[src/rtl/weight_mem_writer.sv]
// Purpose : packs a serial stream of signed F_WIDTH weights into N_ROWS_ARRAY-lane
//           words and writes them to the weight memory write port.
// Latency : a word is written the cycle after its last lane is accepted.
//           done_o follows the final write by one cycle.
// Backpressure: w_ready_o is high only while packing. It drops for the write cycle,
//           and after the end address has been filled.
// Ports   : clk_i, rd_weight_rst (async, active-high)
//           start_i, base_addr_i, end_addr_i         - job control
//           w_valid_i, w_data_i, w_last_i, w_ready_o - weight stream
//           wr_mem2_ld_o, wr_addrs_mem2_o, mem2_data_o - weight memory write port
//           busy_o, done_o, trunc_o, words_o          - status
module weight_mem_writer #(
  parameter int N_ROWS_ARRAY    = 9,
  parameter int F_WIDTH         = 8,
  parameter int SIG_ADDRS_WIDTH = 10
) (
  input  logic                              clk_i,
  input  logic                              rd_weight_rst,
  input  logic                              start_i,
  input  logic [SIG_ADDRS_WIDTH-1:0]        base_addr_i,
  input  logic [SIG_ADDRS_WIDTH-1:0]        end_addr_i,
  input  logic                              w_valid_i,
  input  logic [F_WIDTH-1:0]                w_data_i,
  input  logic                              w_last_i,
  output logic                              w_ready_o,
  output logic                              wr_mem2_ld_o,
  output logic [SIG_ADDRS_WIDTH-1:0]        wr_addrs_mem2_o,
  output logic [N_ROWS_ARRAY*F_WIDTH-1:0]   mem2_data_o,
  output logic                              busy_o,
  output logic                              done_o,
  output logic                              trunc_o,
  output logic [SIG_ADDRS_WIDTH:0]          words_o
);

  localparam int DW = N_ROWS_ARRAY * F_WIDTH;
  localparam int LW = $clog2(N_ROWS_ARRAY + 1);

  typedef enum logic [1:0] {S_IDLE, S_PACK, S_WRITE, S_DONE} state_t;

  state_t                     state_q, state_d;
  logic [SIG_ADDRS_WIDTH-1:0] addr_q, end_q;
  logic [LW-1:0]              lane_q;
  logic [DW-1:0]              buf_q, buf_d;
  logic                       last_q;
  logic                       beat;
  logic                       word_done;

  assign beat      = (state_q == S_PACK) && w_valid_i;
  assign word_done = beat && (w_last_i || (lane_q == LW'(N_ROWS_ARRAY - 1)));

  // Pack buffer with the current beat merged in; lanes not yet written stay zero
  // because the buffer is cleared at start and after every write.
  always_comb begin
    buf_d = buf_q;
    for (int k = 0; k < N_ROWS_ARRAY; k++) begin
      if (lane_q == LW'(k)) begin
        buf_d[k*F_WIDTH +: F_WIDTH] = w_data_i;
      end
    end
  end

  always_ff @(posedge clk_i or posedge rd_weight_rst) begin
    if (rd_weight_rst) state_q <= S_IDLE;
    else               state_q <= state_d;
  end

  always_comb begin
    state_d = state_q;
    case (state_q)
      S_IDLE:  if (start_i) state_d = S_PACK;
      S_PACK:  if (word_done) state_d = S_WRITE;
      S_WRITE: state_d = (last_q || (addr_q == end_q)) ? S_DONE : S_PACK;
      S_DONE:  state_d = S_IDLE;
      default: state_d = S_IDLE;
    endcase
  end

  // Status outputs are registered from the next state so they line up with it.
  always_ff @(posedge clk_i or posedge rd_weight_rst) begin
    if (rd_weight_rst) begin
      w_ready_o <= 1'b0;
      busy_o    <= 1'b0;
      done_o    <= 1'b0;
    end else begin
      w_ready_o <= (state_d == S_PACK);
      busy_o    <= (state_d != S_IDLE);
      done_o    <= (state_d == S_DONE);
    end
  end

  always_ff @(posedge clk_i or posedge rd_weight_rst) begin
    if (rd_weight_rst) begin
      addr_q          <= '0;
      end_q           <= '0;
      lane_q          <= '0;
      buf_q           <= '0;
      last_q          <= 1'b0;
      wr_mem2_ld_o    <= 1'b0;
      wr_addrs_mem2_o <= '0;
      mem2_data_o     <= '0;
      trunc_o         <= 1'b0;
      words_o         <= '0;
    end else begin
      wr_mem2_ld_o <= 1'b0;
      case (state_q)
        S_IDLE: begin
          if (start_i) begin
            addr_q  <= base_addr_i;
            end_q   <= end_addr_i;
            lane_q  <= '0;
            buf_q   <= '0;
            last_q  <= 1'b0;
            trunc_o <= 1'b0;
            words_o <= '0;
          end
        end
        S_PACK: begin
          if (beat) begin
            buf_q  <= buf_d;
            lane_q <= lane_q + LW'(1);
            if (w_last_i) last_q <= 1'b1;
            // The write port registers are loaded here so the strobe, address
            // and data all appear together in the WRITE cycle, then hold.
            if (word_done) begin
              wr_mem2_ld_o    <= 1'b1;
              wr_addrs_mem2_o <= addr_q;
              mem2_data_o     <= buf_d;
            end
          end
        end
        S_WRITE: begin
          words_o <= words_o + (SIG_ADDRS_WIDTH+1)'(1);
          if (!last_q) begin
            if (addr_q == end_q) begin
              trunc_o <= 1'b1;
            end else begin
              // Equality-terminated, so wrapping past the top is a legal range.
              addr_q <= addr_q + SIG_ADDRS_WIDTH'(1);
              lane_q <= '0;
              buf_q  <= '0;
            end
          end
        end
        default: ;
      endcase
    end
  end

endmodule

[config.mk]
export PLATFORM = sky130hd
export DESIGN_NAME = weight_mem_writer
export DESIGN_NICKNAME = d
export VERILOG_FILES = /design/src/rtl/weight_mem_writer.sv
export SDC_FILE = /design/constraint.sdc
export NUM_CORES = 1
export LEC_CHECK = 0
export CORE_UTILIZATION = 50
export CTS_CLUSTER_SIZE = 25
export DETAILED_ROUTE_END_ITERATION = 7
export PLACE_DENSITY = 0.75
export SLEW_MARGIN = 20
export SYNTH_ARGS = -nofsm -noshare
export SYNTH_HDL_FRONTEND = slang
export SYNTH_SLANG_ARGS = --single-unit
[constraint.sdc]
create_clock -name clk_i -period 7.44 [get_ports clk_i]
set_clock_uncertainty 0.05 [all_clocks]
set_input_delay 1.488 -clock clk_i [delete_from_list [all_inputs] [get_ports clk_i]]
set_output_delay 1.488 -clock clk_i [all_outputs]
set_load 0.01 [all_outputs]
==> flow_summary.json, run 1 <==
{
  "status": "complete, no violations",
  "numClockSinks": 197,
  "start_kind": "input pin",
  "rsz0062_at_grt": "no",
  "port_buffers": 130,
  "pwr-share-clk_pct": 23.6,
  "nNetsFinal": 947,
  "clock_latency_ns": 0.44,
  "path_max_fanout": 90,
  "cts_root_buffer": "clkbuf_16",
  "max_stage_delay_ns": 0.66,
  "io_pins": 131,
  "layout_setup_ws_ns": 4.16,
  "synth-edff-count": 0,
  "yosysSeqAreaShare_pct": 56.5,
  "hp-class": "register to register",
  "layout_common_cells": "dfrtp_1 (197), nand2_1 (169), clkdlybuf4s50_1 (130)",
  "power_frac_seq_pct": 40.3,
  "ir_worst_vdd_mv": 0.241,
  "crit_chain": "clkdlybuf4s50_1 -> nand3b_4 -> a21o_4 -> buf_4 -> o21ai_0",
  "gp_congestion": 0.893,
  "drive_above_1_share_pct": 7.06,
  "timing.final.max_slew_violations": 0,
  "coreArea_um2": 16800,
  "wirelength_mm": 21.5,
  "avgRoutedWirePerCell_um": 18.8,
  "dieArea_um2": 18000,
  "h-tree-depth": 4,
  "p_leak_nw": 5.02,
  "max_freq_mhz": 305,
  "dpl.hpwl_mm": 13.7,
  "hold_viol_final": 0,
  "clock_path_buffers": 2,
  "min_period_ns": 3.28,
  "grt_pass1_vias": 6385,
  "dieWidth_um": 134,
  "initial_core_util_pct": 51.8,
  "routed_via_density": 5.75,
  "synth_ff_type": "dfrtp_1",
  "cts.hold.buffers_added": 0,
  "ys_warn_count": 0,
  "tritoncts": "done",
  "diodes": 0,
  "ys_types": 47,
  "setup_viol": 0,
  "whs_ns": 0.433,
  "overflow": 0,
  "grt_pass1_wl_mm": 34.7,
  "fin_crit_sh_pct": 44.1,
  "async_reset_ff_share_pct": 100,
  "dp_slack_ns": 3.67,
  "p_int_w": 0.00243,
  "ant_nets": 0,
  "grt_antenna_before_repair": 0,
  "rows": 47,
  "worstSetupPathType": "input pin to register",
  "dr.pass1.iters": 5,
  "syn_inst": 803,
  "cp-end-kind": "register",
  "worst_slew_pin_slew_ns": 0.965,
  "synth_nets": 842,
  "cts-resized-gates": 0,
  "drt_iter0_drc": 485,
  "drc_errors": 0,
  "avgSynthCellArea_um2": 10.9,
  "die_h_um": 134,
  "p_switching_w": 0.00148,
  "cts_made_buffers": 17,
  "synth_area_um2": 8720,
  "swShare_pct": 37.8,
  "clkTransAtPathRegs_ns": 0.08,
  "p_comb_share_pct": 36.0,
  "crit_arrival_ns": 3.52,
  "cts_setup_buffers": 0,
  "final_common_cell": "dfrtp_1",
  "area_growth_pct": 22.9,
  "crit_slowest_cell": "buf_4",
  "ys_ff_latch": 197,
  "grt_max_degree": 138,
  "maxSlewHeadroom_pct": 35.7,
  "tns_ns": 0,
  "grt_usage_pct": 25.2,
  "worstPathRequired_ns": 7.68,
  "finalCoreUtilization_pct": 63.7,
  "p_per_area_nw_per_um2": 365,
  "vias": 6566,
  "maxCapViolCount": 0
}
==> logic make-up after synthesis <==
logic type / share of synthesized area, %
AND/OR/NAND/NOR: 12.4
AO/OA/AOI/OAI: 17.7
flip-flops: 56.5
multiplexers: 8.63
buffers and inverters: 2.94
XOR/XNOR: 1.00
adder cells (fa/ha/maj): 0.861
==> through the flow <==
step | cells | power [W] | area [um^2]
6_report | 1141 | 0.00391 | 10700
3_3_place_gp | 1109 | 0.00297 | 10100
5_1_grt | 1141 | 0.00414 | 10700
4_1_cts | 1141 | 0.00392 | 10700
2_1_floorplan | 803 | 0.00243 | 8720
3_5_place_dp | 1109 | 0.00299 | 10100
==> layout make-up <==
class | count | area [um^2]
clock buffers | 17 | 425
clock inverters | 15 | 165
inverters | 8 | 37.5
multi-input cells | 549 | 3540
flip-flops and latches | 197 | 4930
fillers | 1361 | 6110
repair buffers | 135 | 1340
well taps | 220 | 275
==> path summary, 6_finish.rpt <==
check                                     start         endpoint  slack (ns)  cells after the start
worst max-delay path                  w_valid_i  mem2_data_o[37]        4.16                      5
worst min-delay path            mem2_data_o[22]  mem2_data_o[22]        0.43                      2
worst max register to register        lane_q[0]  mem2_data_o[37]        4.40                      6
worst min register to register  mem2_data_o[22]  mem2_data_o[22]        0.43                      2
max in group asynchronous         rd_weight_rst  mem2_data_o[60]        4.37                      3
min in group asynchronous         rd_weight_rst      words_o[10]        1.59                      2
==> registers in the layout, indices dropped and copies added, names as in the netlist, 2 cells and up <==
name / flops
addr_q: 10
wr_addrs_mem2_o: 10
end_q: 10
lane_q: 4
words_o: 11
mem2_data_o: 72
buf_q: 72
state_q: 2
==> metal layers <==
metal  GRT usage [%]  vias to the layer above  wire length (um)  share of wire, %
met3            4.61                       32              1250               5.8
met4            9.49                        0               494               2.3
met2            38.1                      237             10000                47
met1            36.2                     3218              9710                45
met5               0                        -                 0                 0
li1                -                     3079                 -                 -
==> worst max-delay path, delay by kind of cell <==
kind                   cells  cell delay, ns
buffers and inverters      2            1.15
AND/OR/NAND/NOR            1            0.16
AO/OA/AOI/OAI              2            0.67
==> power groups by stage <==
stage	Sequential, W	Combinational (W)	Clock, W
after global placement	0.00159	0.00138	0
after CTS	0.00158	0.00141	0.000935
after detailed placement	0.00159	0.00140	0
final	0.00158	0.00141	0.000923
after global routing	0.00161	0.00154	0.000986
after floorplan	0.00159	0.000842	0
==> cell usage after synthesis (2+ instances only) <==
cell       instances  area, um^2
mux2i_1           74         741
o22ai_1            4        25.0
nand4_1            5        31.3
o211ai_1           4        30.0
a21oi_1           14        70.1
o22a_1             2        17.5
buf_2              7        35.0
and3_1             5        31.3
buf_4              3        22.5
o2bb2ai_2          8         120
and2_1             2        12.5
nor2_1            13        48.8
a211oi_1           2        15.0
a21o_1             6        45.0
o2bb2ai_1         64         561
nor2b_1            3        18.8
nor4_1             5        31.3
inv_1              8        30.0
xor2_1            10        87.6
nand2_1          169         634
ha_1               6        75.1
nor3_1             8        40.0
nand2_2            8        50.1
buf_6              3        33.8
o21ai_0           87         435
nand2b_1           3        18.8
a22o_1             3        26.3
a31oi_1            2        12.5
nand4_2            5        62.6
a2bb2oi_1          4        35.0
clkbuf_1          35         131
nand3_1           10        50.1
dfrtp_1          197        4930
o31ai_1            4        30.0
a22oi_1            8        60.1
(Power assumes the default switching activity.)
==> inputs of run 2 (changes only) <==
--- a/config.mk
+++ b/config.mk
@@ -5,10 +5,10 @@
 export SDC_FILE = /design/constraint.sdc
 export NUM_CORES = 1
 export LEC_CHECK = 0
-export CORE_UTILIZATION = 50
+export CORE_UTILIZATION = 49
 export CTS_CLUSTER_SIZE = 25
 export DETAILED_ROUTE_END_ITERATION = 7
-export PLACE_DENSITY = 0.75
+export PLACE_DENSITY = 0.76
 export SLEW_MARGIN = 20
 export SYNTH_ARGS = -nofsm -noshare
 export SYNTH_HDL_FRONTEND = slang
==> constraint.sdc (replaced) <==
create_clock -name clk_i -period 2.8 [get_ports clk_i]
set_clock_uncertainty 0.05 [all_clocks]
set_input_delay 0.56 -clock clk_i [delete_from_list [all_inputs] [get_ports clk_i]]
set_output_delay 0.56 -clock clk_i [all_outputs]
set_load 0.01 [all_outputs]
==> flow_summary.json, run 2 (same netlist as run 1, synthesis figures left out) <==
{
  "status": "complete, no violations",
  "hp-class": "input pin to asynchronous set/reset pin",
  "fill_cells": 1393,
  "drt_iter0_drc": 490,
  "crit_arrival_ns": 2.55,
  "cp-end-kind": "register",
  "nNetsFinal": 988,
  "clock_path_buffers": 2,
  "avgRoutedWirePerCell_um": 18.7,
  "routed_via_density": 5.71,
  "cts.hold.buffers_added": 0,
  "grt_pass1_wl_mm": 35.6,
  "cts_setup_buffers": 0,
  "p_leak_nw": 5.24,
  "rsz0062_at_grt": "no",
  "grtUsageMet2_pct": 41.3,
  "coreArea_um2": 17400,
  "r2r_setup_slack_ns": 0.52,
  "fin_crit_sh_pct": 81.6,
  "reg2reg_from": "addr_q[0]",
  "worst_slew_pin_slew_ns": 0.669,
  "top_regs": "buf_q: 72 flops, mem2_data_o: 72 flops, words_o: 11 flops",
  "max_freq_mhz": 438,
  "grt_max_degree": 75,
  "use_met1_pct": 35.0,
  "ant_nets": 0,
  "numClockSinks": 197,
  "io_pins": 131,
  "clock_latency_ns": 0.43,
  "dr.pass1.iters": 5,
  "gp_congestion": 0.916,
  "worstPathRequired_ns": 3.07,
  "initial_core_util_pct": 50.2,
  "drc_errors": 0,
  "layout_common_cells": "dfrtp_1 (197), nand2_1 (169), clkdlybuf4s50_1 (130)",
  "place_inst": 1155,
  "cts-resized-gates": 0,
  "busiest_layer": "met2",
  "cts_made_buffers": 17,
  "grt_antenna_before_repair": 0,
  "path_max_fanout": 16,
  "reg2reg_depth": 5,
  "setup_viol": 0,
  "area_growth_pct": 27.1,
  "timing.rr.end": "lane_q[3]",
  "grt_pass1_vias": 6599,
  "timing.final.max_slew_violations": 0,
  "hold_viol_final": 0,
  "wirelength_mm": 22.2,
  "ir_worst_vdd_mv": 0.552,
  "die_h_um": 135,
  "overflow": 0,
  "instances_no_fill": 1186,
  "min_period_ns": 2.28,
  "worstSetupPathType": "register to register",
  "diodes": 0,
  "tritoncts": "done",
  "rows": 48,
  "dpl.hpwl_mm": 15.3,
  "grt_util_met3_pct": 4.45,
  "p_per_area_nw_per_um2": 970,
  "drive_above_1_share_pct": 10.8,
  "dieArea_um2": 18300,
  "clkTransAtPathRegs_ns": 0.07,
  "maxSlewHeadroom_pct": 55.4,
  "port_buffers": 130,
  "cts_root_buffer": "clkbuf_16",
  "maxCapViolCount": 0,
  "dieWidth_um": 135,
  "vias": 6771,
  "fin_total_pwr_w": 0.0108,
  "h-tree-depth": 4,
  "final_common_cell": "dfrtp_1",
  "start_kind": "register",
  "grt_usage_pct": 25.6
}
-- run 2: through the flow --
step	area [um^2]	hold slack (ns)	util (%)	setup slack (ns)	TNS, ns
2_1_floorplan	8720	0.406	-	-0.356	-70.21
3_3_place_gp	10500	0.410	60.3	0.228	0
3_5_place_dp	10500	0.411	60.3	0.0818	0
4_1_cts	11100	0.362	63.8	0.0837	0
5_1_grt	11100	0.377	63.9	0.311	0
6_report	11100	0.364	63.9	0.516	0
-- run 2: metal layers --
metal	share of wire [%]	wire [um]	up-vias
li1	-	-	3158
met1	45	9990	3360
met2	48	10700	220
met3	4.7	1040	33
met4	2.1	458	0
met5	0	0	-
-- run 2: final cells by class --
| class | count | area (um^2) | share of cell area (%) |
|---|---|---|---|
| clock buffers | 20 | 457 | 4.12 |
| flip-flops and latches | 197 | 4930 | 44.5 |
| inverters | 8 | 33.8 | 0.305 |
| repair buffers | 176 | 1680 | 15.2 |
| clock inverters | 11 | 150 | 1.35 |
| well taps | 225 | 282 | 2.54 |
| multi-input cells | 549 | 3550 | 32.0 |
-- run 2: worst max-delay path by stage --
stage,slack [ns],depth (start not counted),end,start
final,0.52,5,lane_q[3],addr_q[0]
after CTS,0.08,5,lane_q[3],addr_q[0]
after floorplan,-0.36,1,addr_q[0],rd_weight_rst
after global placement,0.23,5,lane_q[0],addr_q[0]
after detailed placement,0.08,5,lane_q[3],addr_q[0]
after global routing,0.31,5,buf_q[57],addr_q[0]
-- run 2: power by group --
part	leakage (nW)	switching (W)	internal (W)
clock network	0.293	0.00107	0.00145
registers	2.66	0.000513	0.00358
logic	2.29	0.00232	0.00181
-- run 2: worst max-delay path, stage by stage (launching register included) --
cell     delay, ns
dfrtp_1       0.48
xor2_1        0.23
nor3_1        0.12
a31oi_4       0.57
nand2_1       0.44
a21o_1        0.28
==> inputs of run 3 (changes only) <==
==> constraint.sdc (replaced) <==
create_clock -name clk_i -period 1.9 [get_ports clk_i]
set_clock_uncertainty 0.05 [all_clocks]
set_input_delay 0.38 -clock clk_i [delete_from_list [all_inputs] [get_ports clk_i]]
set_output_delay 0.38 -clock clk_i [all_outputs]
set_load 0.01 [all_outputs]
==> flow_summary.json, run 3 (same netlist as run 1, synthesis figures left out) <==
{
  "status": "finished with violations",
  "violations": "negative setup slack",
  "grt_pass1_vias": 6858,
  "final_common_cell": "dfrtp_1",
  "fill_cells": 1273,
  "rows": 48,
  "grt_antenna_before_repair": 0,
  "timing.final.max_slew_violations": 0,
  "cts_made_buffers": 17,
  "hp-class": "input pin to asynchronous set/reset pin",
  "crit_arrival_ns": 2.16,
  "cts.hold.buffers_added": 0,
  "grt_pass1_wl_mm": 36.5,
  "numClockSinks": 197,
  "tns_ns": -0.0875,
  "cts_root_buffer": "clkbuf_16",
  "drt_iter0_drc": 490,
  "dpl.hpwl_mm": 15.6,
  "cp-end-kind": "register",
  "h-tree-depth": 4,
  "fin_crit_sh_pct": 101,
  "rsz0062_at_grt": "yes",
  "maxCapViolCount": 0,
  "top_regs": "buf_q: 72 flops, mem2_data_o: 72 flops, words_o: 11 flops",
  "place_inst": 1188,
  "whs_ns": 0.349,
  "fin_area_um2": 11800,
  "path_max_fanout": 12,
  "start_kind": "register",
  "drive_above_1_share_pct": 17.4,
  "clock_latency_ns": 0.43,
  "maxSlewHeadroom_pct": 65.6,
  "clkTransAtPathRegs_ns": 0.07,
  "clock_path_buffers": 2,
  "gp_congestion": 0.885,
  "layout_setup_ws_ns": -0.0119,
  "dr.pass1.iters": 4,
  "nNetsFinal": 1026,
  "overflow": 0,
  "worstPathRequired_ns": 2.15,
  "grt_usage_pct": 26.1,
  "p_per_area_nw_per_um2": 1420,
  "diodes": 0,
  "dieArea_um2": 18300,
  "hold_viol_final": 0,
  "io_pins": 131,
  "routed_via_density": 5.62,
  "layout_common_cells": "dfrtp_1 (192), nand2_1 (168), clkdlybuf4s50_1 (130)",
  "ant_nets": 0,
  "port_buffers": 130,
  "die_h_um": 135,
  "place_area_um2": 10800,
  "fin_total_pwr_w": 0.0167,
  "worst_slew_pin_slew_ns": 0.515,
  "grt_max_degree": 79,
  "area_growth_pct": 34.9,
  "ir_worst_vdd_mv": 0.881,
  "setup_viol": 14,
  "dieWidth_um": 135,
  "p_leak_nw": 5.50,
  "coreArea_um2": 17400,
  "drc_errors": 0,
  "wirelength_mm": 22.9,
  "worstSetupPathType": "register to register",
  "initial_core_util_pct": 50.2,
  "min_period_ns": 1.91,
  "tritoncts": "done",
  "avgRoutedWirePerCell_um": 18.7,
  "vias": 6879,
  "instances_no_fill": 1225,
  "max_freq_mhz": 523
}
run 3: timing repair:
action | 4_1_cts | 5_1_grt
pin swaps | 1 | 18
endpoints found under the setup margin | 36 | 76
gates resized for setup | 18 | 38
cloned | 1 | 0
setup buffers | 0 | 5
run 3: per-stage QoR:
step	worst slack [ns]	util (%)
2_1_floorplan	-1.08	-
5_1_grt	-0.0787	67.8
3_5_place_dp	-0.266	62.3
4_1_cts	-0.00317	66.5
3_3_place_gp	-0.242	62.3
6_report	-0.0119	67.8
run 3: worst max-delay path: stages, from the launching register on:
cell,delay [ns]
dfrtp_1,0.44
xor2_2,0.22
nor4_4,0.37
a31oi_4,0.16
buf_12,0.19
nand4_1,0.12
buf_6,0.15
o2bb2ai_1,0.07
run 3: area by class of cell:
class | count | area [um^2] | share of cell area (%)
Sequential cell | 197 | 4940 | 42.0
Multi-Input combinational cell | 549 | 3800 | 32.3
Timing Repair Buffer | 214 | 2110 | 18.0
Clock buffer | 22 | 474 | 4.03
Tap cell | 225 | 282 | 2.39
Clock inverter | 10 | 120 | 1.02
Inverter | 8 | 33.8 | 0.287
run 3: path summary, 6_finish.rpt:
check,from,endpoint,slack [ns],cells after the start
max in group asynchronous,rd_weight_rst,mem2_data_o[66],0.99,4
worst max register to register,addr_q[9],buf_q[58],-0.01,7
min in group clk_i,end_addr_i[3],end_q[3],0.42,3
worst min register to register,wr_addrs_mem2_o[9],wr_addrs_mem2_o[9],0.43,2
worst min-delay path,rd_weight_rst,buf_q[5],0.35,3
worst max-delay path,addr_q[9],buf_q[58],-0.01,7
run 3: metal layers:
layer	vias to the layer above	GRT usage, %	part of all wire (%)	wire length, um
li1	3235	-	-	-
met1	3389	36.0	44	10100
met2	202	40.6	49	11100
met3	53	4.30	4.1	944
met4	0	11.9	3.0	685
met5	-	0	0	0
run 3: where the power goes:
group	switching (W)	internal, W
Combinational	0.00378	0.00320
Clock	0.00159	0.00206
Sequential	0.000787	0.00528
